<file path="config.mk">
export PLATFORM = sky130hd
export DESIGN_NAME = pipe_hazard_ctrl
export DESIGN_NICKNAME = d
export VERILOG_FILES = /design/src/rtl/pipe_hazard_ctrl.sv
export SDC_FILE = /design/constraint.sdc
export NUM_CORES = 1
export LEC_CHECK = 0
export ABC_AREA = 0
export BUFFER_PORTS_ARGS = -buffer_cell sky130_fd_sc_hd__buf_2
export CAP_MARGIN = 20
export CORE_ASPECT_RATIO = 2
export CORE_MARGIN = 1
export CORE_UTILIZATION = 33
export DETAILED_ROUTE_END_ITERATION = 10
export GPL_ROUTABILITY_DRIVEN = 0
export SLEW_MARGIN = 20
export SYNTH_ARGS = -nofsm -noshare
export SYNTH_HDL_FRONTEND = slang
export SYNTH_SLANG_ARGS = --single-unit
</file>
<file path="constraint.sdc">
create_clock -name clk -period 1.8 [get_ports clk]
set_input_delay 0.27 -clock clk [delete_from_list [all_inputs] [get_ports clk]]
set_output_delay 0.27 -clock clk [all_outputs]
set_load 0.05 [all_outputs]
</file>
<file path="src/rtl/pipe_hazard_ctrl.sv">
// Hazard and flush sequencer for the 5-stage core: drives the PC, IF/ID and ID/EX
// enables from load-use, branch, fetch-ready and data-memory-busy conditions.
//
// state    | meaning
// ---------+----------------------------------------------------------
// RUN      | normal issue; load-use, branch and fetch stalls decided here
// FLUSH    | squashing wrong-path fetches after a taken branch
// MEM_WAIT | whole pipeline frozen on dmem_busy; RUN rules apply on release
module pipe_hazard_ctrl #(
  parameter int REG_W        = 5,
  parameter int FLUSH_CYCLES = 2,
  parameter int CNT_W        = 16
) (
  input  logic             clk,
  input  logic             rst,
  input  logic [REG_W-1:0] id_rs1,
  input  logic [REG_W-1:0] id_rs2,
  input  logic             id_uses_rs1,
  input  logic             id_uses_rs2,
  input  logic             ex_memread,
  input  logic [REG_W-1:0] ex_rd,
  input  logic             ex_branch_taken,
  input  logic             imem_ready,
  input  logic             dmem_busy,
  output logic             pc_write,
  output logic             pc_redirect,
  output logic             ifid_write,
  output logic             ifid_flush,
  output logic             idex_bubble,
  output logic [1:0]       state,
  output logic [CNT_W-1:0] stall_count,
  output logic [CNT_W-1:0] flush_count
);

  typedef enum logic [1:0] {
    ST_RUN      = 2'd0,
    ST_FLUSH    = 2'd1,
    ST_MEM_WAIT = 2'd2
  } state_t;

  localparam logic [2:0] FLUSH_INIT = 3'(FLUSH_CYCLES - 1);

  state_t           state_q, state_nxt;
  logic [2:0]       flush_left_q, flush_left_nxt;
  logic             lu_hazard;

  assign lu_hazard = ex_memread && (ex_rd != '0) &&
                     ((id_uses_rs1 && (id_rs1 == ex_rd)) ||
                      (id_uses_rs2 && (id_rs2 == ex_rd)));

  always_comb begin
    pc_write       = 1'b1;
    pc_redirect    = 1'b0;
    ifid_write     = 1'b1;
    ifid_flush     = 1'b0;
    idex_bubble    = 1'b0;
    state_nxt      = state_q;
    flush_left_nxt = flush_left_q;

    if (rst) begin
      // Hold the front end in a safe NOP-injecting state while reset is high.
      pc_write    = 1'b0;
      ifid_write  = 1'b0;
      ifid_flush  = 1'b1;
      idex_bubble = 1'b1;
      state_nxt   = ST_RUN;
    end else if (dmem_busy) begin
      pc_write   = 1'b0;
      ifid_write = 1'b0;
      state_nxt  = (state_q == ST_FLUSH) ? ST_FLUSH : ST_MEM_WAIT;
    end else if (state_q == ST_FLUSH) begin
      // EX holds a bubble here, so branch and load-use inputs are meaningless.
      pc_write       = imem_ready;
      ifid_flush     = 1'b1;
      idex_bubble    = 1'b1;
      flush_left_nxt = flush_left_q - 3'd1;
      if (flush_left_q <= 3'd1) state_nxt = ST_RUN;
    end else begin
      state_nxt = ST_RUN;
      if (ex_branch_taken) begin
        pc_redirect = 1'b1;
        ifid_flush  = 1'b1;
        idex_bubble = 1'b1;
        if (FLUSH_CYCLES > 1) begin
          state_nxt      = ST_FLUSH;
          flush_left_nxt = FLUSH_INIT;
        end
      end else if (lu_hazard) begin
        pc_write    = 1'b0;
        ifid_write  = 1'b0;
        idex_bubble = 1'b1;
      end else if (!imem_ready) begin
        pc_write   = 1'b0;
        ifid_flush = 1'b1;
      end
    end
  end

  always_ff @(posedge clk or posedge rst) begin
    if (rst) begin
      state_q      <= ST_RUN;
      flush_left_q <= 3'd0;
    end else begin
      state_q      <= state_nxt;
      flush_left_q <= flush_left_nxt;
    end
  end

  always_ff @(posedge clk or posedge rst) begin
    if (rst) begin
      stall_count <= '0;
      flush_count <= '0;
    end else begin
      if (!pc_write && (stall_count != '1)) stall_count <= stall_count + CNT_W'(1);
      if (ifid_flush && (flush_count != '1)) flush_count <= flush_count + CNT_W'(1);
    end
  end

  assign state = state_q;

endmodule

</file>
==> flow_metrics.tcl, run 1 <==
set metrics [dict create \
    outcome "finished with violations" \
    violations "DRC, setup timing" \
    grt_pass1_wl_mm 8.74 \
    netlist_instances 193 \
    critPathArrivalTime_ps 1630 \
    wl_per_cell_um 15.1 \
    syn_area_um2 2020 \
    end_kind "primary output" \
    cp-endpoint "idex_bubble" \
    power_density_nw_per_um2 1340 \
    path_buf_inv 3 \
    cap_violations 0 \
    hold_buffers 0 \
    die_y_um 113 \
    finClkSkew_ps 4.16 \
    critPathLaunchType "input port" \
    multi_input_area_um2 1460 \
    avgViaCountPerCell 5.19 \
    rsz0062_at_grt "true" \
    dieArea_um2 6470 \
    critical-path-slowest-cell "or4_4" \
    ys_ff_latch 37 \
    wl_met1_mm 1.82 \
    reg2reg_from "state[0]$_DFFE_PP0P_" \
    antenna_found_initial 0 \
    rrSetupSlack_ps -20 \
    holdWs_ps 245 \
    drt-initial-drc-count 44 \
    grt_max_degree 24 \
    critPathLaunch "ex_rd[1]" \
    overflow 0 \
    htreeDepth 2 \
    dr_wl_met2_mm 3.27 \
    post-route-util_pct 58.0 \
    hp-class "in2async" \
    finalCritPeriodShare_pct 105 \
    antenna_left 0 \
    coreArea_um2 5960 \
    fillers 523 \
    place_area_um2 2910 \
    post-dp-hpwl_mm 4.01 \
    power_switching_w 0.00210 \
    finalSetupViolations 8 \
    path_clk_slew_ps 60 \
    drive_gt1_share_pct 65.7 \
    cts.sinks 37 \
    seq_area_um2 952 \
    avgSynthCellArea_um2 10.5 \
    cp_top_family "simple AND/OR/NAND/NOR gates" \
    yosysWarnings 0 \
    worstSkewPairLatency_ps 280 \
    nets 326 \
    irDropWorstVdd_v 0.000878 \
    grt_use_total_pct 17.9 \
    rows 40 \
    cts_buffers 5 \
    worst-slew-pin-transition_ps 327 \
    diodes 0 \
    drt-pass1-iter-count 9 \
    design_area_um2 3450 \
    crit_path_max_fanout 2 \
    min_period_ps 1900 \
    worst_slack_ps -98.3 \
    ios 62 \
    ys_seq_area_share_pct 45.8 \
    clock-root-buffer "clkbuf_16" \
    yosysUniqueCellTypes 39 \
    cp_num_cells 7 \
    layout_commonest_cell "buf_2" \
    combPwrFrac_pct 49.5 \
    cts_tree "built" \
    cp_data_required_time_ps 1530 \
    slew_viol_final 0 \
    cp_slowest_stage_delay_ps 540 \
    hold_viol_final 0 \
    area_growth_pct 70.7 \
    syn-num-nets 220 \
    route.met3.wl_um 212 \
    placement.io_buffers 61 \
    vias 1883 \
    internal_power_w 0.00251 \
    routed_wl_mm 5.48 \
    r2r_end "stall_count[13]$_DFFE_PP0P_" \
    max_freq_ghz 0.527 \
    drc 3 \
    total_leakage_power_nw 1.48 \
    die_w_um 57.4 \
    initial_core_util_pct 34.0 \
    p_seq_share_pct 31.0 \
    clockBufferDepth 2 \
    top_layer "met4" \
    power_frac_clock_pct 19.5 \
    grt_pass1_vias 1888 \
    worstRegToRegCells 8 \
    cpMostUsedCell "buf_6" \
    p_sw_share_pct 45.6 \
    crit_chain "buf_6, or4_4, o21ai_4, inv_4, a211oi_2, o21ai_2, buf_6" \
    max_slew_margin_pct 78.0 \
    path_class "in2out" \
    final_cell_mix "53 x buf_2, 30 x buf_4, 21 x dfrtp_2, 20 x xnor2_1, 16 x dfrtp_1" \
]
worst min path at each step:
| stage | start | to | slack [ps] | depth (start not counted) |
|---|---|---|---|---|
| 4_1_cts | rst | flush_count[7]$_DFFE_PP0P_ | 250 | 4 |
| 5_1_grt | rst | flush_count[7]$_DFFE_PP0P_ | 270 | 4 |
| 3_3_place_gp | flush_count[6]$_DFFE_PP0P_ | flush_count[6]$_DFFE_PP0P_ | 460 | 1 |
| 2_1_floorplan | rst | flush_count[12]$_DFFE_PP0P_ | 240 | 1 |
| 6_report | rst | flush_count[7]$_DFFE_PP0P_ | 240 | 4 |
| 3_5_place_dp | flush_count[6]$_DFFE_PP0P_ | flush_count[6]$_DFFE_PP0P_ | 470 | 1 |
state kept, by name, indices dropped and copies added (netlist names):
signal and count:
state 2, flush_count 16, stall_count 16, flush_left_q 3
through the flow:
stage / worst slack [ps] / power, W / instances / setup TNS (ps)
after floorplan: -126 / 0.00293 / 193 / -1350
after global placement: -262 / 0.00347 / 345 / -5790
after detailed placement: -279 / 0.00352 / 345 / -6430
after CTS: -115 / 0.00449 / 355 / -373
after global routing: -144 / 0.00485 / 363 / -1350
final: -98.3 / 0.00461 / 363 / -430
layout make-up:
type                       instances  share of cell area (%)
multi-input combinational        143                    42.3
sequential                        37                    27.6
timing repair buffer             104                    22.4
clock buffer                       6                    4.02
tap                               63                    2.28
inverter                           8                    1.05
clock inverter                     2                   0.398
cells in the mapped netlist:
library cell,number,area share [%]
nor3_2,1,0.49
a21oi_4,1,0.80
mux2_2,2,1.1
buf_4,1,0.37
nor2b_1,1,0.31
buf_6,2,1.1
and4_1,1,0.43
o32ai_1,1,0.43
nor4b_1,2,0.87
o21ai_2,1,0.43
a21boi_0,1,0.37
or4_1,1,0.37
inv_1,8,1.5
nor3b_1,1,0.37
ha_1,4,2.5
and3_2,2,0.74
buf_1,1,0.19
nor4_1,3,0.93
a31oi_1,2,0.62
nand2b_1,2,0.62
mux2_1,1,0.56
o22ai_4,1,0.99
nand4_1,10,3.1
o21ai_0,6,1.5
nor2_1,4,0.74
xnor2_1,25,11
a211oi_1,2,0.74
clkbuf_2,1,0.25
nor4_2,3,1.9
dfrtp_1,37,46
nand2_1,17,3.2
a31oi_4,1,1.1
nand3_1,13,3.2
and3_1,7,2.2
xor2_1,14,6.1
a21oi_1,1,0.25
or2_2,2,0.62
a22o_1,1,0.43
nor3_1,9,2.2
cell families after synthesis:
logic type | after synthesis | synth area share [%]
muxes | 3 | 1.67
xor gates and xnor gates | 39 | 16.9
AOI/OAI and AO/OA | 18 | 7.61
buffers and inverters | 13 | 3.40
adders and majority gates | 4 | 2.47
DFF | 37 | 45.8
and+or+nand+nor | 79 | 22.2
worst min-delay path: stages:
cell and delay (ps):
buf_2 150, buf_4 170, clkinvlp_4 70, buf_4 240
power by group through the flow:
stage	registers (W)	clock network [W]	logic, W
2_1_floorplan	0.00223	0	0.000701
3_3_place_gp	0.00144	0	0.00203
3_5_place_dp	0.00145	0	0.00207
4_1_cts	0.00143	0.000922	0.00214
5_1_grt	0.00147	0.000949	0.00243
6_report	0.00143	0.000898	0.00229
layer usage:
metal | vias to the layer above | track usage (%)
li1 | 897 | -
met1 | 916 | 16.7
met2 | 59 | 34.3
met3 | 11 | 3.09
met4 | 0 | 10.4
met5 | - | 0
timing repair:
item / in CTS / in global routing
pin swaps: 8 / 33
setup buffers: 2 / 7
endpoints found under the setup margin: 6 / 28
cloned: 0 / 1
resized for setup: 23 / 35
Power figures use the tool's default switching activity.
==> run 2: changes to the inputs <==
--- a/config.mk
+++ b/config.mk
@@ -9,7 +9,7 @@
 export BUFFER_PORTS_ARGS = -buffer_cell sky130_fd_sc_hd__buf_2
 export CAP_MARGIN = 20
 export CORE_ASPECT_RATIO = 2
-export CORE_MARGIN = 1
+export CORE_MARGIN = 2
 export CORE_UTILIZATION = 33
 export DETAILED_ROUTE_END_ITERATION = 10
 export GPL_ROUTABILITY_DRIVEN = 0
==> flow_metrics.tcl, run 2 (synthesis results as in run 1) <==
set metrics [dict create \
    reg2reg_from "state[0]$_DFFE_PP0P_" \
    max_slew_margin_pct 67.4 \
    total_power_w 0.00465 \
    avgViaCountPerCell 5.11 \
    crit_path_max_fanout 2 \
    power_switching_w 0.00206 \
    hp-class "in2async" \
    worst_slack_ps -111 \
    cap_violations 0 \
    fin_tns_setup_ps -300 \
    worstRegToRegCells 7 \
    cts.sinks 37 \
    power_density_nw_per_um2 1370 \
    combPwrFrac_pct 47.0 \
    antenna_found_initial 0 \
    power_frac_clock_pct 22.1 \
    hold_buffers 0 \
    outcome "finished with violations" \
    reg.largest.list "flush_count (16), stall_count (16), flush_left_q (3)" \
    cp_data_required_time_ps 1530 \
    min_period_ps 1910 \
    cts_tree "built" \
    r2r_end "stall_count[1]$_DFFE_PP0P_" \
    critPathLaunch "ex_rd[1]" \
    drc 0 \
    p_seq_share_pct 30.8 \
    routed_wl_mm 5.35 \
    worst-slew-pin-transition_ps 489 \
    grt_pass1_wl_mm 8.95 \
    critPathLaunchType "input port" \
    hold_viol_final 0 \
    design_area_um2 3400 \
    grt_use_total_pct 17.2 \
    path_clk_slew_ps 60 \
    dp_slack_ps -290 \
    grt_max_degree 38 \
    area_growth_pct 68.0 \
    finClkSkew_ps 6.16 \
    rsz0062_at_grt "true" \
    final_cell_mix "54 x buf_2, 27 x buf_4, 21 x dfrtp_2, 19 x xnor2_1, 16 x dfrtp_1" \
    drt-initial-drc-count 56 \
    coreArea_um2 5960 \
    clock-root-buffer "clkbuf_16" \
    finalCritPeriodShare_pct 106 \
    p_sw_share_pct 44.3 \
    place_area_um2 2890 \
    htreeDepth 2 \
    wl_per_cell_um 14.9 \
    rrSetupSlack_ps 20 \
    initial_core_util_pct 34.0 \
    violations "setup timing" \
    end_kind "primary output" \
    layout_commonest_cell "buf_2" \
    path_class "in2out" \
    critPathArrivalTime_ps 1640 \
    nets 321 \
    rows 40 \
    die_y_um 115 \
    total_leakage_power_nw 1.45 \
    drt-pass1-iter-count 4 \
    drive_gt1_share_pct 65.8 \
    ios 62 \
    cts_buffers 5 \
    dieArea_um2 6810 \
    finalSetupViolations 7 \
    placement.io_buffers 61 \
    irDropWorstVdd_v 0.00110 \
    internal_power_w 0.00259 \
    grt_pass1_vias 1935 \
    die_w_um 59.4 \
    post-dp-hpwl_mm 3.95 \
    worstSkewPairLatency_ps 280 \
    max_freq_ghz 0.523 \
    antenna_left 0 \
    vias 1830 \
    overflow 0 \
    clockBufferDepth 2 \
    slew_viol_final 0 \
    diodes 0 \
]
==> run 2: cell count changes in the layout (fill, tap and decap cells not counted), moves of 2 or more <==
cell and delta:
nor3_2 +4, nor3_4 -4, buf_4 -3, buf_8 -2
nand3_4 +2
==> run 2: critical path, stage by stage <==
cell	delay, ps
buf_6	90
or4_4	530
o21ai_4	180
inv_2	60
a211oi_2	170
buf_4	140
o21ai_2	50
buf_6	150
==> run 2: metal layers <==
metal  up-vias  track usage [%]  wire (um)
li1        885                -          -
met1       893             17.6       1910
met2        48             33.0       3170
met3         4             2.36        182
met4         0             6.97         89
met5         -                0          0
==> run 2: what timing repair did <==
action | in CTS | in global routing
hold endpoints to repair | 0 | 0
pin swaps | 6 | 21
gates resized for setup | 20 | 29
gates cloned | 1 | 0
endpoints found under the setup margin | 9 | 32
buffers inserted | 4 | 2
==> run 2: how the worst max path moves through the flow <==
stage                                 endpoint  cells after the start
floorplan           stall_count[1]$_DFFE_PP0P_                      6
global placement                   idex_bubble                      8
detailed placement                 idex_bubble                      8
CTS                                idex_bubble                      8
global route                       idex_bubble                      8
finish                             idex_bubble                      8
==> run 2: metrics by stage <==
stage,hold slack [ps],std cells,utilization [%]
after floorplan,240,193,-
after global placement,465,343,48.5
after detailed placement,467,343,48.5
after CTS,290,356,53.8
after global routing,325,358,57.1
final,269,358,57.1
==> run 2: area by class of cell <==
type,instances,area (um2)
Clock buffer,6,139
Tap cell,63,78.8
Sequential cell,37,952
Multi-Input combinational cell,143,1450
Timing Repair Buffer,99,707
Inverter,8,33.8
Clock inverter,2,37.5
Fill cell,530,2560
==> run 2: power groups by stage <==
stage	registers, W	clock network (W)	logic (W)
after floorplan	0.00223	0	0.000701
after global placement	0.00143	0	0.00203
after detailed placement	0.00144	0	0.00205
after CTS	0.00143	0.00105	0.00211
after global routing	0.00148	0.00108	0.00235
final	0.00143	0.00103	0.00219
==> run 3: changes to the inputs <==
--- a/config.mk
+++ b/config.mk
@@ -6,12 +6,12 @@
 export NUM_CORES = 1
 export LEC_CHECK = 0
 export ABC_AREA = 0
-export BUFFER_PORTS_ARGS = -buffer_cell sky130_fd_sc_hd__buf_2
 export CAP_MARGIN = 20
 export CORE_ASPECT_RATIO = 2
 export CORE_MARGIN = 2
 export CORE_UTILIZATION = 33
 export DETAILED_ROUTE_END_ITERATION = 10
+export DONT_BUFFER_PORTS = 1
 export GPL_ROUTABILITY_DRIVEN = 0
 export SLEW_MARGIN = 20
 export SYNTH_ARGS = -nofsm -noshare
==> flow_metrics.tcl, run 3 (synthesis results as in run 1) <==
set metrics [dict create \
    vias 1730 \
    violations "setup timing" \
    drive_gt1_share_pct 58.5 \
    area_growth_pct 59.4 \
    critPathArrivalTime_ps 1560 \
    initial_core_util_pct 34.0 \
    drt-initial-drc-count 32 \
    min_period_ps 1830 \
    worst-slew-pin-transition_ps 377 \
    slew_viol_final 0 \
    fin_tns_setup_ps -47.1 \
    path_clk_slew_ps 50 \
    worst_slack_ps -26.3 \
    final_cell_mix "57 x buf_4, 25 x xnor2_1, 21 x dfrtp_2, 16 x dfrtp_1, 14 x xor2_1" \
    cp_data_required_time_ps 1530 \
    coreArea_um2 5960 \
    layout_commonest_cell "buf_4" \
    grt_use_total_pct 16.4 \
    htreeDepth 2 \
    antenna_found_initial 0 \
    antenna_left 0 \
    wl_per_cell_um 15.8 \
    grt_pass1_vias 1880 \
    cts_tree "built" \
    grt_max_degree 30 \
    path_class "in2out" \
    clock-root-buffer "clkbuf_16" \
    max_slew_margin_pct 74.9 \
    finalSetupViolations 2 \
    design_area_um2 3230 \
    post-dp-hpwl_mm 3.98 \
    drc 0 \
    rsz0062_at_grt "true" \
    overflow 0 \
    finalCritPeriodShare_pct 101 \
    hold_viol_final 0 \
    die_w_um 59.4 \
    routed_wl_mm 5.19 \
    placement.io_buffers 0 \
    fillers 525 \
    rrSetupSlack_ps 40 \
    place_area_um2 2860 \
    cap_violations 0 \
    avgViaCountPerCell 5.27 \
    holdWs_ps 51.4 \
    grt_pass1_wl_mm 8.35 \
    total_leakage_power_nw 1.29 \
    cts_buffers 5 \
    diodes 0 \
    dieArea_um2 6810 \
    seq_area_um2 952 \
    nets 291 \
    worstSkewPairLatency_ps 280 \
    critPathLaunchType "input port" \
    power_density_nw_per_um2 1400 \
    rows 40 \
    crit_path_max_fanout 3 \
    irDropWorstVdd_v 0.000610 \
    finClkSkew_ps 3.99 \
    max_freq_ghz 0.548 \
    cts.sinks 37 \
    multi_input_area_um2 1420 \
    clockBufferDepth 2 \
    die_y_um 115 \
    reg.largest.list "flush_count (16), stall_count (16), flush_left_q (3)" \
    ios 62 \
    hp-class "in2reg" \
    end_kind "primary output" \
    drt-pass1-iter-count 4 \
    outcome "finished with violations" \
]
[run 3: cell count changes in the layout (fill, tap and decap cells not counted), moves of 3 or more]
cell | previous run | this run
xnor2_2 | 6 | 0
xnor2_1 | 19 | 25
buf_4 | 27 | 57
buf_6 | 15 | 5
clkbuf_1 | 0 | 3
buf_2 | 54 | 0
[run 3: power breakdown]
group | switching (W) | total, W | internal [W]
combinational | 0.00153 | 0.00236 | 0.000829
sequential | 0.000194 | 0.00132 | 0.00112
clock | 0.000317 | 0.000832 | 0.000515
[run 3: per-stage QoR]
step	util (%)	total power, W	cells	worst slack, ps
global route	54.2	0.00475	328	-73.3
floorplan	-	0.00293	193	-126
detailed placement	47.9	0.00357	313	-208
finish	54.2	0.00450	328	-26.3
global placement	47.9	0.00354	313	-203
CTS	52.3	0.00447	324	-42.4
[run 3: worst paths after layout]
| path | startpoint | to | cells after the start |
|---|---|---|---|
| hold reg to reg | flush_left_q[1]$_DFFE_PP0P_ | flush_left_q[1]$_DFFE_PP0P_ | 2 |
| setup / recovery | ex_rd[1] | ifid_write | 7 |
| hold / removal | rst | state[0]$_DFFE_PP0P_ | 1 |
| setup reg to reg | stall_count[0]$_DFFE_PP0P_ | stall_count[1]$_DFFE_PP0P_ | 6 |
| min in group asynchronous | rst | flush_left_q[1]$_DFFE_PP0P_ | 2 |
| max in group asynchronous | rst | stall_count[0]$_DFFE_PP0P_ | 3 |
[run 3: area by class of cell]
class	instances	share of cell area [%]
inverter	8	1.05
timing repair buffer	69	18.7
tap	63	2.44
clock buffer	8	4.23
multi-input combinational	143	44.0
sequential	37	29.5
[run 3: worst max-delay path, cell delays in order]
cell and delay [ps]:
or4_4 530, o21ai_4 160, buf_6 120, nor3_4 40, buf_4 140, a21boi_4 150, buf_12 150
[run 3: repair_timing]
item / CTS / global route
buffers inserted: 4 / 5
resized for setup: 19 / 14
pin swaps: 8 / 20
hold endpoints to repair: 8 / 0
hold buffers: 1 / 0
endpoints found under the setup margin: 7 / 16
gates cloned: 0 / 0
[run 3: routing by layer]
metal | vias up | track usage [%] | share of wire [%]
li1 | 824 | - | -
met1 | 842 | 14.7 | 32
met2 | 54 | 31.0 | 60
met3 | 10 | 3.71 | 5.1
met4 | 0 | 10.2 | 3.3
met5 | - | 0 | 0
